===== src/rtl/pipeline_hazard_ctrl_pkg.sv =====
// ============================================================================
// Package : pipeline_hazard_ctrl_pkg
// Brief   : Shared types and ISA constants for the pipeline hazard controller.
// Rev     : 1.0  initial release
// ============================================================================
`default_nettype none

package pipeline_hazard_ctrl_pkg;

  localparam int REG_ADDR_W = 5;

  typedef enum logic [1:0] {
    RUN      = 2'd0,
    MEM_WAIT = 2'd1,
    REDIRECT = 2'd2
  } hazard_state_e;

  localparam logic [6:0] OPC_LOAD   = 7'b0000011;
  localparam logic [6:0] OPC_STORE  = 7'b0100011;
  localparam logic [6:0] OPC_BRANCH = 7'b1100011;
  localparam logic [6:0] OPC_JAL    = 7'b1101111;
  localparam logic [6:0] OPC_JALR   = 7'b1100111;

  localparam logic [2:0] WB_ALU  = 3'b000;
  localparam logic [2:0] WB_LOAD = 3'b001;
  localparam logic [2:0] WB_PC4  = 3'b010;

  function automatic logic is_load_wbsel(input logic [2:0] wbsel);
    return wbsel == WB_LOAD;
  endfunction

endpackage

`default_nettype wire


===== src/rtl/pipeline_hazard_ctrl_if.sv =====
// ============================================================================
// Interface : pipeline_hazard_ctrl_if
// Brief     : Hazard inputs from ID/EX/MEM and stall/flush/freeze controls back.
// Rev       : 1.0  initial release
// ============================================================================
`default_nettype none

interface pipeline_hazard_ctrl_if;
  import pipeline_hazard_ctrl_pkg::*;

  logic [REG_ADDR_W-1:0] rs1_ID;
  logic [REG_ADDR_W-1:0] rs2_ID;
  logic [REG_ADDR_W-1:0] rd_EX;
  logic                  memread_EX;
  logic                  redirect_EX;
  logic                  dmem_req;
  logic                  dmem_ready;
  logic                  pc_stall;
  logic                  ifid_stall;
  logic                  ifid_flush;
  logic                  idex_bubble;
  logic                  pipe_freeze;
  logic                  mem_err;

  modport master (
    output rs1_ID, rs2_ID, rd_EX, memread_EX, redirect_EX, dmem_req, dmem_ready,
    input  pc_stall, ifid_stall, ifid_flush, idex_bubble, pipe_freeze, mem_err
  );

  modport slave (
    input  rs1_ID, rs2_ID, rd_EX, memread_EX, redirect_EX, dmem_req, dmem_ready,
    output pc_stall, ifid_stall, ifid_flush, idex_bubble, pipe_freeze, mem_err
  );

endinterface

`default_nettype wire


===== src/rtl/hazard_loaduse_det.sv =====
// ============================================================================
// Module : hazard_loaduse_det
// Brief  : Combinational load-use detect: load in ID/EX writing a source of IF/ID.
// Rev    : 1.0  initial release
// ============================================================================
`default_nettype none

module hazard_loaduse_det
  import pipeline_hazard_ctrl_pkg::*;
(
  input  wire logic                  i_memread,
  input  wire logic [REG_ADDR_W-1:0] i_rd,
  input  wire logic [REG_ADDR_W-1:0] i_rs1,
  input  wire logic [REG_ADDR_W-1:0] i_rs2,
  output logic                       o_hazard
);

  // x0 is never written, so a load targeting it cannot create a dependency
  assign o_hazard = i_memread && (i_rd != '0) && ((i_rd == i_rs1) || (i_rd == i_rs2));

endmodule

`default_nettype wire


===== src/rtl/pipeline_hazard_ctrl.sv =====
// ============================================================================
// Module : pipeline_hazard_ctrl
// Brief  : Stall/flush/freeze sequencer for the 5-stage RV32I pipeline.
//          Optional HAZARD_PERF_CNT_EN adds stall/flush/freeze cycle counters.
// Rev    : 1.0  initial release
// ============================================================================
`default_nettype none

module pipeline_hazard_ctrl
  import pipeline_hazard_ctrl_pkg::*;
#(
  parameter int REDIRECT_CYC = 1,
  parameter int MEM_TIMEOUT  = 255,
  parameter int CNT_W        = 8
) (
  input  wire logic              clk,
  input  wire logic              rst,
  pipeline_hazard_ctrl_if.slave  bus
`ifdef HAZARD_PERF_CNT_EN
  ,
  output logic [31:0]            perf_stall_cnt,
  output logic [31:0]            perf_flush_cnt,
  output logic [31:0]            perf_freeze_cnt
`endif
);

  localparam int                RCNT_W       = (REDIRECT_CYC > 1) ? $clog2(REDIRECT_CYC) : 1;
  localparam logic [RCNT_W-1:0] c_REDIR_LOAD = RCNT_W'(REDIRECT_CYC - 1);
  localparam logic [CNT_W-1:0]  c_TIMEOUT    = CNT_W'(MEM_TIMEOUT);
  localparam logic [CNT_W-1:0]  c_CNT_MAX    = {CNT_W{1'b1}};

  hazard_state_e     r_state;
  hazard_state_e     w_state_nxt;
  logic [CNT_W-1:0]  r_wait_cnt;
  logic [CNT_W-1:0]  w_wait_nxt;
  logic [RCNT_W-1:0] r_redir_cnt;
  logic [RCNT_W-1:0] w_redir_nxt;
  logic              r_redir_pend;
  logic              w_pend_nxt;

  logic w_loaduse;
  logic w_mem_stall;
  logic w_timeout;
  logic w_eval;
  logic w_freeze;
  logic w_stall;
  logic w_flush;
  logic w_bubble;
  logic w_err;

  hazard_loaduse_det u_loaduse (
    .i_memread (bus.memread_EX),
    .i_rd      (bus.rd_EX),
    .i_rs1     (bus.rs1_ID),
    .i_rs2     (bus.rs2_ID),
    .o_hazard  (w_loaduse)
  );

  assign w_mem_stall = bus.dmem_req && !bus.dmem_ready;
  assign w_timeout   = (MEM_TIMEOUT != 0) && !bus.dmem_ready && (r_wait_cnt == c_TIMEOUT);

  always_comb begin
    w_state_nxt = r_state;
    w_wait_nxt  = r_wait_cnt;
    w_redir_nxt = r_redir_cnt;
    w_pend_nxt  = r_redir_pend;
    w_eval      = 1'b0;
    w_freeze    = 1'b0;
    w_stall     = 1'b0;
    w_flush     = 1'b0;
    w_bubble    = 1'b0;
    w_err       = 1'b0;

    unique case (r_state)
      RUN: begin
        if (w_mem_stall) begin
          w_freeze    = 1'b1;
          w_stall     = 1'b1;
          w_state_nxt = MEM_WAIT;
          w_wait_nxt  = CNT_W'(1);
        end else begin
          w_eval = 1'b1;
        end
      end
      MEM_WAIT: begin
        if (bus.dmem_ready || w_timeout) begin
          w_err       = w_timeout;
          w_eval      = 1'b1;
          w_state_nxt = RUN;
          w_wait_nxt  = '0;
        end else begin
          w_freeze = 1'b1;
          w_stall  = 1'b1;
          if (r_wait_cnt != c_CNT_MAX) begin
            w_wait_nxt = r_wait_cnt + CNT_W'(1);
          end
        end
      end
      REDIRECT: begin
        if (w_mem_stall) begin
          w_freeze    = 1'b1;
          w_stall     = 1'b1;
          w_state_nxt = MEM_WAIT;
          w_wait_nxt  = CNT_W'(1);
        end else begin
          // Load-use is ignored here: the instruction in IF/ID is being flushed
          w_flush  = 1'b1;
          w_bubble = 1'b1;
          if (bus.redirect_EX) begin
            w_redir_nxt = c_REDIR_LOAD;
          end else begin
            w_redir_nxt = r_redir_cnt - RCNT_W'(1);
            if (r_redir_cnt == RCNT_W'(1)) begin
              w_state_nxt = RUN;
            end
          end
        end
      end
      default: w_state_nxt = RUN;
    endcase

    if (w_freeze && bus.redirect_EX) begin
      w_pend_nxt = 1'b1;
    end

    if (w_eval) begin
      if (bus.redirect_EX || r_redir_pend) begin
        w_flush    = 1'b1;
        w_bubble   = 1'b1;
        w_pend_nxt = 1'b0;
        if (REDIRECT_CYC > 1) begin
          w_state_nxt = REDIRECT;
          w_redir_nxt = c_REDIR_LOAD;
        end
      end else if (w_loaduse) begin
        w_stall  = 1'b1;
        w_bubble = 1'b1;
      end
    end
  end

  always_ff @(posedge clk or posedge rst) begin
    if (rst) begin
      r_state      <= RUN;
      r_wait_cnt   <= '0;
      r_redir_cnt  <= '0;
      r_redir_pend <= 1'b0;
    end else begin
      r_state      <= w_state_nxt;
      r_wait_cnt   <= w_wait_nxt;
      r_redir_cnt  <= w_redir_nxt;
      r_redir_pend <= w_pend_nxt;
    end
  end

  assign bus.pc_stall    = !rst && w_stall;
  assign bus.ifid_stall  = !rst && w_stall && !w_flush;
  assign bus.ifid_flush  = !rst && w_flush;
  assign bus.idex_bubble = !rst && w_bubble;
  assign bus.pipe_freeze = !rst && w_freeze;
  assign bus.mem_err     = !rst && w_err;

`ifdef HAZARD_PERF_CNT_EN
  logic [31:0] r_perf_stall;
  logic [31:0] r_perf_flush;
  logic [31:0] r_perf_freeze;

  always_ff @(posedge clk or posedge rst) begin
    if (rst) begin
      r_perf_stall  <= '0;
      r_perf_flush  <= '0;
      r_perf_freeze <= '0;
    end else begin
      if (w_stall && !w_freeze) r_perf_stall  <= r_perf_stall + 32'd1;
      if (w_flush)              r_perf_flush  <= r_perf_flush + 32'd1;
      if (w_freeze)             r_perf_freeze <= r_perf_freeze + 32'd1;
    end
  end

  assign perf_stall_cnt  = r_perf_stall;
  assign perf_flush_cnt  = r_perf_flush;
  assign perf_freeze_cnt = r_perf_freeze;
`endif

endmodule

`default_nettype wire

===== src/flat_wrapper.sv =====
// flat-port wrapper written by rule: the top's interface ports become plain ports
module pipeline_hazard_ctrl_flat import pipeline_hazard_ctrl_pkg::*;
#(
  parameter int REDIRECT_CYC = 1,
  parameter int MEM_TIMEOUT  = 255,
  parameter int CNT_W        = 8
)
  (clk, rst, bus_rs1_ID, bus_rs2_ID, bus_rd_EX, bus_memread_EX, bus_redirect_EX, bus_dmem_req, bus_dmem_ready, bus_pc_stall, bus_ifid_stall, bus_ifid_flush, bus_idex_bubble, bus_pipe_freeze, bus_mem_err);
  pipeline_hazard_ctrl_if bus_i ();
  input  wire logic clk;
  input  wire logic rst;
  input wire logic [$bits(bus_i.rs1_ID)-1:0] bus_rs1_ID;
  input wire logic [$bits(bus_i.rs2_ID)-1:0] bus_rs2_ID;
  input wire logic [$bits(bus_i.rd_EX)-1:0] bus_rd_EX;
  input wire logic [$bits(bus_i.memread_EX)-1:0] bus_memread_EX;
  input wire logic [$bits(bus_i.redirect_EX)-1:0] bus_redirect_EX;
  input wire logic [$bits(bus_i.dmem_req)-1:0] bus_dmem_req;
  input wire logic [$bits(bus_i.dmem_ready)-1:0] bus_dmem_ready;
  output wire logic [$bits(bus_i.pc_stall)-1:0] bus_pc_stall;
  output wire logic [$bits(bus_i.ifid_stall)-1:0] bus_ifid_stall;
  output wire logic [$bits(bus_i.ifid_flush)-1:0] bus_ifid_flush;
  output wire logic [$bits(bus_i.idex_bubble)-1:0] bus_idex_bubble;
  output wire logic [$bits(bus_i.pipe_freeze)-1:0] bus_pipe_freeze;
  output wire logic [$bits(bus_i.mem_err)-1:0] bus_mem_err;
  assign bus_i.rs1_ID = bus_rs1_ID;
  assign bus_i.rs2_ID = bus_rs2_ID;
  assign bus_i.rd_EX = bus_rd_EX;
  assign bus_i.memread_EX = bus_memread_EX;
  assign bus_i.redirect_EX = bus_redirect_EX;
  assign bus_i.dmem_req = bus_dmem_req;
  assign bus_i.dmem_ready = bus_dmem_ready;
  assign bus_pc_stall = bus_i.pc_stall;
  assign bus_ifid_stall = bus_i.ifid_stall;
  assign bus_ifid_flush = bus_i.ifid_flush;
  assign bus_idex_bubble = bus_i.idex_bubble;
  assign bus_pipe_freeze = bus_i.pipe_freeze;
  assign bus_mem_err = bus_i.mem_err;
  pipeline_hazard_ctrl #(.REDIRECT_CYC(REDIRECT_CYC), .MEM_TIMEOUT(MEM_TIMEOUT), .CNT_W(CNT_W)) u_core (.clk(clk), .rst(rst), .bus(bus_i));
endmodule

===== config.mk =====
export PLATFORM = sky130hd
export DESIGN_NAME = pipeline_hazard_ctrl_flat
export DESIGN_NICKNAME = d
export VERILOG_FILES = /design/src/rtl/pipeline_hazard_ctrl_pkg.sv /design/src/rtl/pipeline_hazard_ctrl_if.sv /design/src/rtl/hazard_loaduse_det.sv /design/src/rtl/pipeline_hazard_ctrl.sv /design/src/flat_wrapper.sv
export SDC_FILE = /design/constraint.sdc
export NUM_CORES = 1
export LEC_CHECK = 0
export CAP_MARGIN = 5
export CORE_UTILIZATION = 46
export DETAILED_ROUTE_END_ITERATION = 16
export PLACE_DENSITY = 0.82
export REMOVE_ABC_BUFFERS = 1
export SETUP_SLACK_MARGIN = 0.5
export SKIP_LAST_GASP = 1
export SLEW_MARGIN = 20
export SYNTH_ARGS = -nofsm -noshare
export SYNTH_HDL_FRONTEND = slang
export SYNTH_SLANG_ARGS = --single-unit

===== constraint.sdc =====
create_clock -name clk -period 5.05 [get_ports clk]
set_input_delay 1.01 -clock clk [delete_from_list [all_inputs] [get_ports clk]]
set_output_delay 1.01 -clock clk [all_outputs]
set_load 0.005 [all_outputs]

==> impl_metrics.prom <==
# TYPE chip_impl_metric gauge
chip_impl_info{name="status",value="completed"} 1
chip_impl_info{name="cts-root-buf",value="sky130_fd_sc_hd__clkbuf_4"} 1
chip_impl_info{name="worstSetupStartpointType",value="input port"} 1
chip_impl_metric{name="endpoint_arrival_time_on_the_critical_path",unit="ps"} 2960
chip_impl_metric{name="antenna_found_initial",unit=""} 0
chip_impl_metric{name="chipHeight",unit="um"} 41.3
chip_impl_metric{name="track_usage",unit=""} 0.226
chip_impl_metric{name="setup_violating_endpoint_count_in_the_final_report",unit=""} 0
chip_impl_metric{name="p_per_area",unit="nW/um2"} 206
chip_impl_info{name="most_used_flip_flop_cell_after_synthesis",value="sky130_fd_sc_hd__dfrtp_1"} 1
chip_impl_info{name="crit_path_end_kind",value="output pin"} 1
chip_impl_info{name="synth_top_cell_by_area",value="sky130_fd_sc_hd__dfrtp_1"} 1
chip_impl_metric{name="viasPerCell",unit=""} 5.41
chip_impl_metric{name="clk_pin_slew_worst_paths",unit="ps"} 70
chip_impl_metric{name="drtIter0Drc",unit=""} 4
chip_impl_metric{name="hpwl",unit="um"} 1300
chip_impl_metric{name="total_leakage_power",unit="nW"} 0.429
chip_impl_metric{name="synth_seq_cells",unit=""} 10
chip_impl_metric{name="drive_above_1_share",unit=""} 0.108
chip_impl_metric{name="synth_cell_types",unit=""} 29
chip_impl_metric{name="drv.max_cap_violation_count",unit=""} 0
chip_impl_info{name="tritoncts",value="done"} 1
chip_impl_info{name="worstReg2RegStart",value="u_core.r_wait_cnt[0]$_DFFE_PP0P_"} 1
chip_impl_metric{name="avgSynthCellArea",unit="um2"} 8.76
chip_impl_metric{name="cts_buffer_depth",unit=""} 2
chip_impl_metric{name="final_min_period_over_clock_period",unit=""} 0.786
chip_impl_metric{name="grt_start_max_net_pins",unit=""} 13
chip_impl_metric{name="worst_margin_slew",unit="ps"} 518
chip_impl_metric{name="ir_worst_vdd",unit="mV"} 0.161
chip_impl_metric{name="ant_nets",unit=""} 0
chip_impl_metric{name="asr_flop_ratio_synth",unit=""} 1.00
chip_impl_metric{name="antenna_cells",unit=""} 0
chip_impl_metric{name="placement.io_buffers",unit=""} 26
chip_impl_info{name="final_common_cell",value="sky130_fd_sc_hd__clkdlybuf4s50_1"} 1
chip_impl_metric{name="yosys_warnings",unit=""} 0
chip_impl_metric{name="clkPwrFrac",unit=""} 0.337
chip_impl_metric{name="vias",unit=""} 682
chip_impl_metric{name="global_route_wire_length_before_repair",unit="um"} 2460
chip_impl_metric{name="die_width",unit="um"} 41.3
chip_impl_metric{name="cts.repair.resized",unit=""} 0
chip_impl_metric{name="dieArea",unit="um2"} 1700
chip_impl_metric{name="max-slew-margin-rel",unit=""} 0.653
chip_impl_metric{name="h_tree_depth",unit=""} 1
chip_impl_info{name="layout.cells.most_common_list",value="26 x sky130_fd_sc_hd__clkdlybuf4s50_1, 11 x sky130_fd_sc_hd__nor2_1, 11 x sky130_fd_sc_hd__xor2_1"} 1
chip_impl_metric{name="hold_viol_final",unit=""} 0
chip_impl_info{name="criticalPathCategory",value="in2out"} 1
chip_impl_metric{name="synth_cells",unit=""} 81
chip_impl_metric{name="finalWirelength",unit="um"} 1620
chip_impl_metric{name="drt-wirelength-per-cell",unit="um"} 12.8
chip_impl_metric{name="floorplan.io_pins",unit=""} 27
chip_impl_metric{name="initial_core_util",unit=""} 0.519
chip_impl_metric{name="post-route-drc-count",unit=""} 0
chip_impl_metric{name="ctsHoldBuffers",unit=""} 0
chip_impl_info{name="setup.worst_path.start",value="rst"} 1
chip_impl_metric{name="timing.clock.skew",unit="ps"} 11.1
chip_impl_metric{name="placement_rows",unit=""} 13
chip_impl_info{name="rsz0062_at_grt",value="false"} 1
chip_impl_metric{name="grt_pass1_vias",unit=""} 558
chip_impl_metric{name="slew_viol_final",unit=""} 0
chip_impl_metric{name="seq_area_frac_synth",unit=""} 0.353
chip_impl_metric{name="pwr-share-comb",unit=""} 0.247
chip_impl_metric{name="final.hold.worst_slack",unit="ps"} 533
chip_impl_metric{name="tritoncts.num_buffers",unit=""} 3
chip_impl_info{name="hold_class",value="reg2reg"} 1
chip_impl_metric{name="firstDrtPassIters",unit=""} 4
chip_impl_metric{name="clk_sinks",unit=""} 10
chip_impl_metric{name="num-nets-final",unit=""} 134
chip_impl_metric{name="area_delta_synth_final",unit="%"} 44.4
chip_impl_metric{name="synth_enable_flop_cells",unit=""} 0
chip_impl_metric{name="clkLatencyLatePin",unit="ps"} 270
chip_impl_metric{name="tns",unit="ps"} 0
chip_impl_metric{name="floorplan.core_area",unit="um2"} 1370
chip_impl_info{name="netlist_top_cells_area",value="sky130_fd_sc_hd__dfrtp_1 35%, sky130_fd_sc_hd__xor2_1 14%, sky130_fd_sc_hd__nor2_1 5.8%, sky130_fd_sc_hd__o21ai_0 4.9%, sky130_fd_sc_hd__nand2_1 3.7%"} 1
chip_impl_metric{name="synth_top_cell_area_share",unit=""} 0.353
chip_impl_metric{name="gp_congestion",unit=""} 0.637
chip_impl_metric{name="cts_setup_buffers",unit=""} 0
chip_impl_metric{name="finalCriticalPeriod",unit="ps"} 3970
chip_impl_metric{name="net_switching_component_of_the_power",unit="mW"} 0.0534
chip_impl_metric{name="critical_path.max_fanout",unit=""} 12
chip_impl_metric{name="power.share.sequential",unit=""} 0.415
chip_impl_metric{name="max_freq",unit="MHz"} 252
chip_impl_metric{name="synth.cell_area",unit="um2"} 709
chip_impl_metric{name="power_switching_share",unit=""} 0.253
chip_impl_metric{name="required",unit="ps"} 4040
chip_impl_metric{name="filler_instances",unit=""} 127
chip_impl_info{name="min_from",value="u_core.r_wait_cnt[4]$_DFFE_PP0P_"} 1
chip_impl_metric{name="power.internal",unit="mW"} 0.158
chip_impl_metric{name="grt_overflow_total",unit=""} 0
==> power by group through the flow <==
stage               sequential, mW  combinational, mW  clock, mW
floorplan                   0.0883             0.0242          0
global placement            0.0887             0.0512          0
detailed placement          0.0890             0.0524          0
CTS                         0.0875             0.0525     0.0730
global route                0.0882             0.0572     0.0778
finish                      0.0878             0.0523     0.0712
==> state kept, by name, indices dropped and copies added, names as in the netlist <==
name                 flops
u_core.r_redir_pend      1
u_core.r_state           1
u_core.r_wait_cnt        8
==> logic make-up (layout without fill, tap and decap cells) <==
family	count (synthesis)	after routing	share of synthesized area
xor gates and xnor gates	12	12	0.148
AOI/OAI and AO/OA	19	19	0.199
and+or+nand+nor	35	35	0.258
DFF	10	10	0.353
adders and majority gates	1	1	0.0176
buffers and inverters	4	34	0.0247
==> synthesized netlist by cell type, types with 2 or more instances <==
cell,count
sky130_fd_sc_hd__nor2_1,11
sky130_fd_sc_hd__xor2_1,11
sky130_fd_sc_hd__dfrtp_1,10
sky130_fd_sc_hd__nand2_1,7
sky130_fd_sc_hd__o21ai_0,7
sky130_fd_sc_hd__nor3_1,4
sky130_fd_sc_hd__inv_1,3
sky130_fd_sc_hd__a21oi_1,2
sky130_fd_sc_hd__a22o_1,2
sky130_fd_sc_hd__nand3_1,2
sky130_fd_sc_hd__nor2b_1,2
sky130_fd_sc_hd__o32ai_1,2
sky130_fd_sc_hd__or2_2,2
==> per-layer routing <==
| layer | vias to the layer above | track usage | wire length (um) |
|---|---|---|---|
| met4 | 0 | 0.0484 | 12 |
| met1 | 313 | 0.306 | 773 |
| li1 | 347 | - | - |
| met5 | - | 0 | 0 |
| met3 | 4 | 0.0815 | 73 |
| met2 | 18 | 0.344 | 756 |
==> worst max-delay path, cell delays in order <==
cell and delay, ps:
sky130_fd_sc_hd__clkdlybuf4s50_1 490, sky130_fd_sc_hd__inv_1 380, sky130_fd_sc_hd__o211ai_2 170, sky130_fd_sc_hd__or2b_1 250, sky130_fd_sc_hd__o21bai_1 140, sky130_fd_sc_hd__clkdlybuf4s50_1 520
==> metrics by stage <==
| stage | instances | utilization | total power, mW | setup WS [ps] | cell area (um2) |
|---|---|---|---|---|---|
| after detailed placement | 122 | 0.723 | 0.141 | 1050 | 988 |
| after global placement | 122 | 0.723 | 0.140 | 1140 | 988 |
| final | 126 | 0.750 | 0.211 | 1080 | 1020 |
| after CTS | 126 | 0.750 | 0.213 | 1040 | 1020 |
| after global routing | 126 | 0.750 | 0.223 | 857 | 1020 |
| after floorplan | 81 | - | 0.113 | 2160 | 709 |
==> final cells by class <==
cell class | count | area (um2) | share of cell area
Sequential cell | 10 | 250 | 0.244
Tap cell | 15 | 18.8 | 0.0183
Timing Repair Buffer | 26 | 260 | 0.254
Multi-Input combinational cell | 67 | 442 | 0.431
Clock buffer | 4 | 36.3 | 0.0354
Inverter | 4 | 17.5 | 0.0171
==> path summary, 6_finish.rpt <==
kind	endpoint	slack (ps)	cells after the start
min in group asynchronous	u_core.r_wait_cnt[3]$_DFFE_PP0P_	1170	2
worst min register to register	u_core.r_wait_cnt[4]$_DFFE_PP0P_	530	1
max in group asynchronous	u_core.r_wait_cnt[1]$_DFFE_PP0P_	3560	2
worst max register to register	u_core.r_wait_cnt[0]$_DFFE_PP0P_	3500	5
worst min-delay path	u_core.r_wait_cnt[4]$_DFFE_PP0P_	530	1
worst max-delay path	bus_idex_bubble	1080	6
Power figures use the tool's default switching activity.
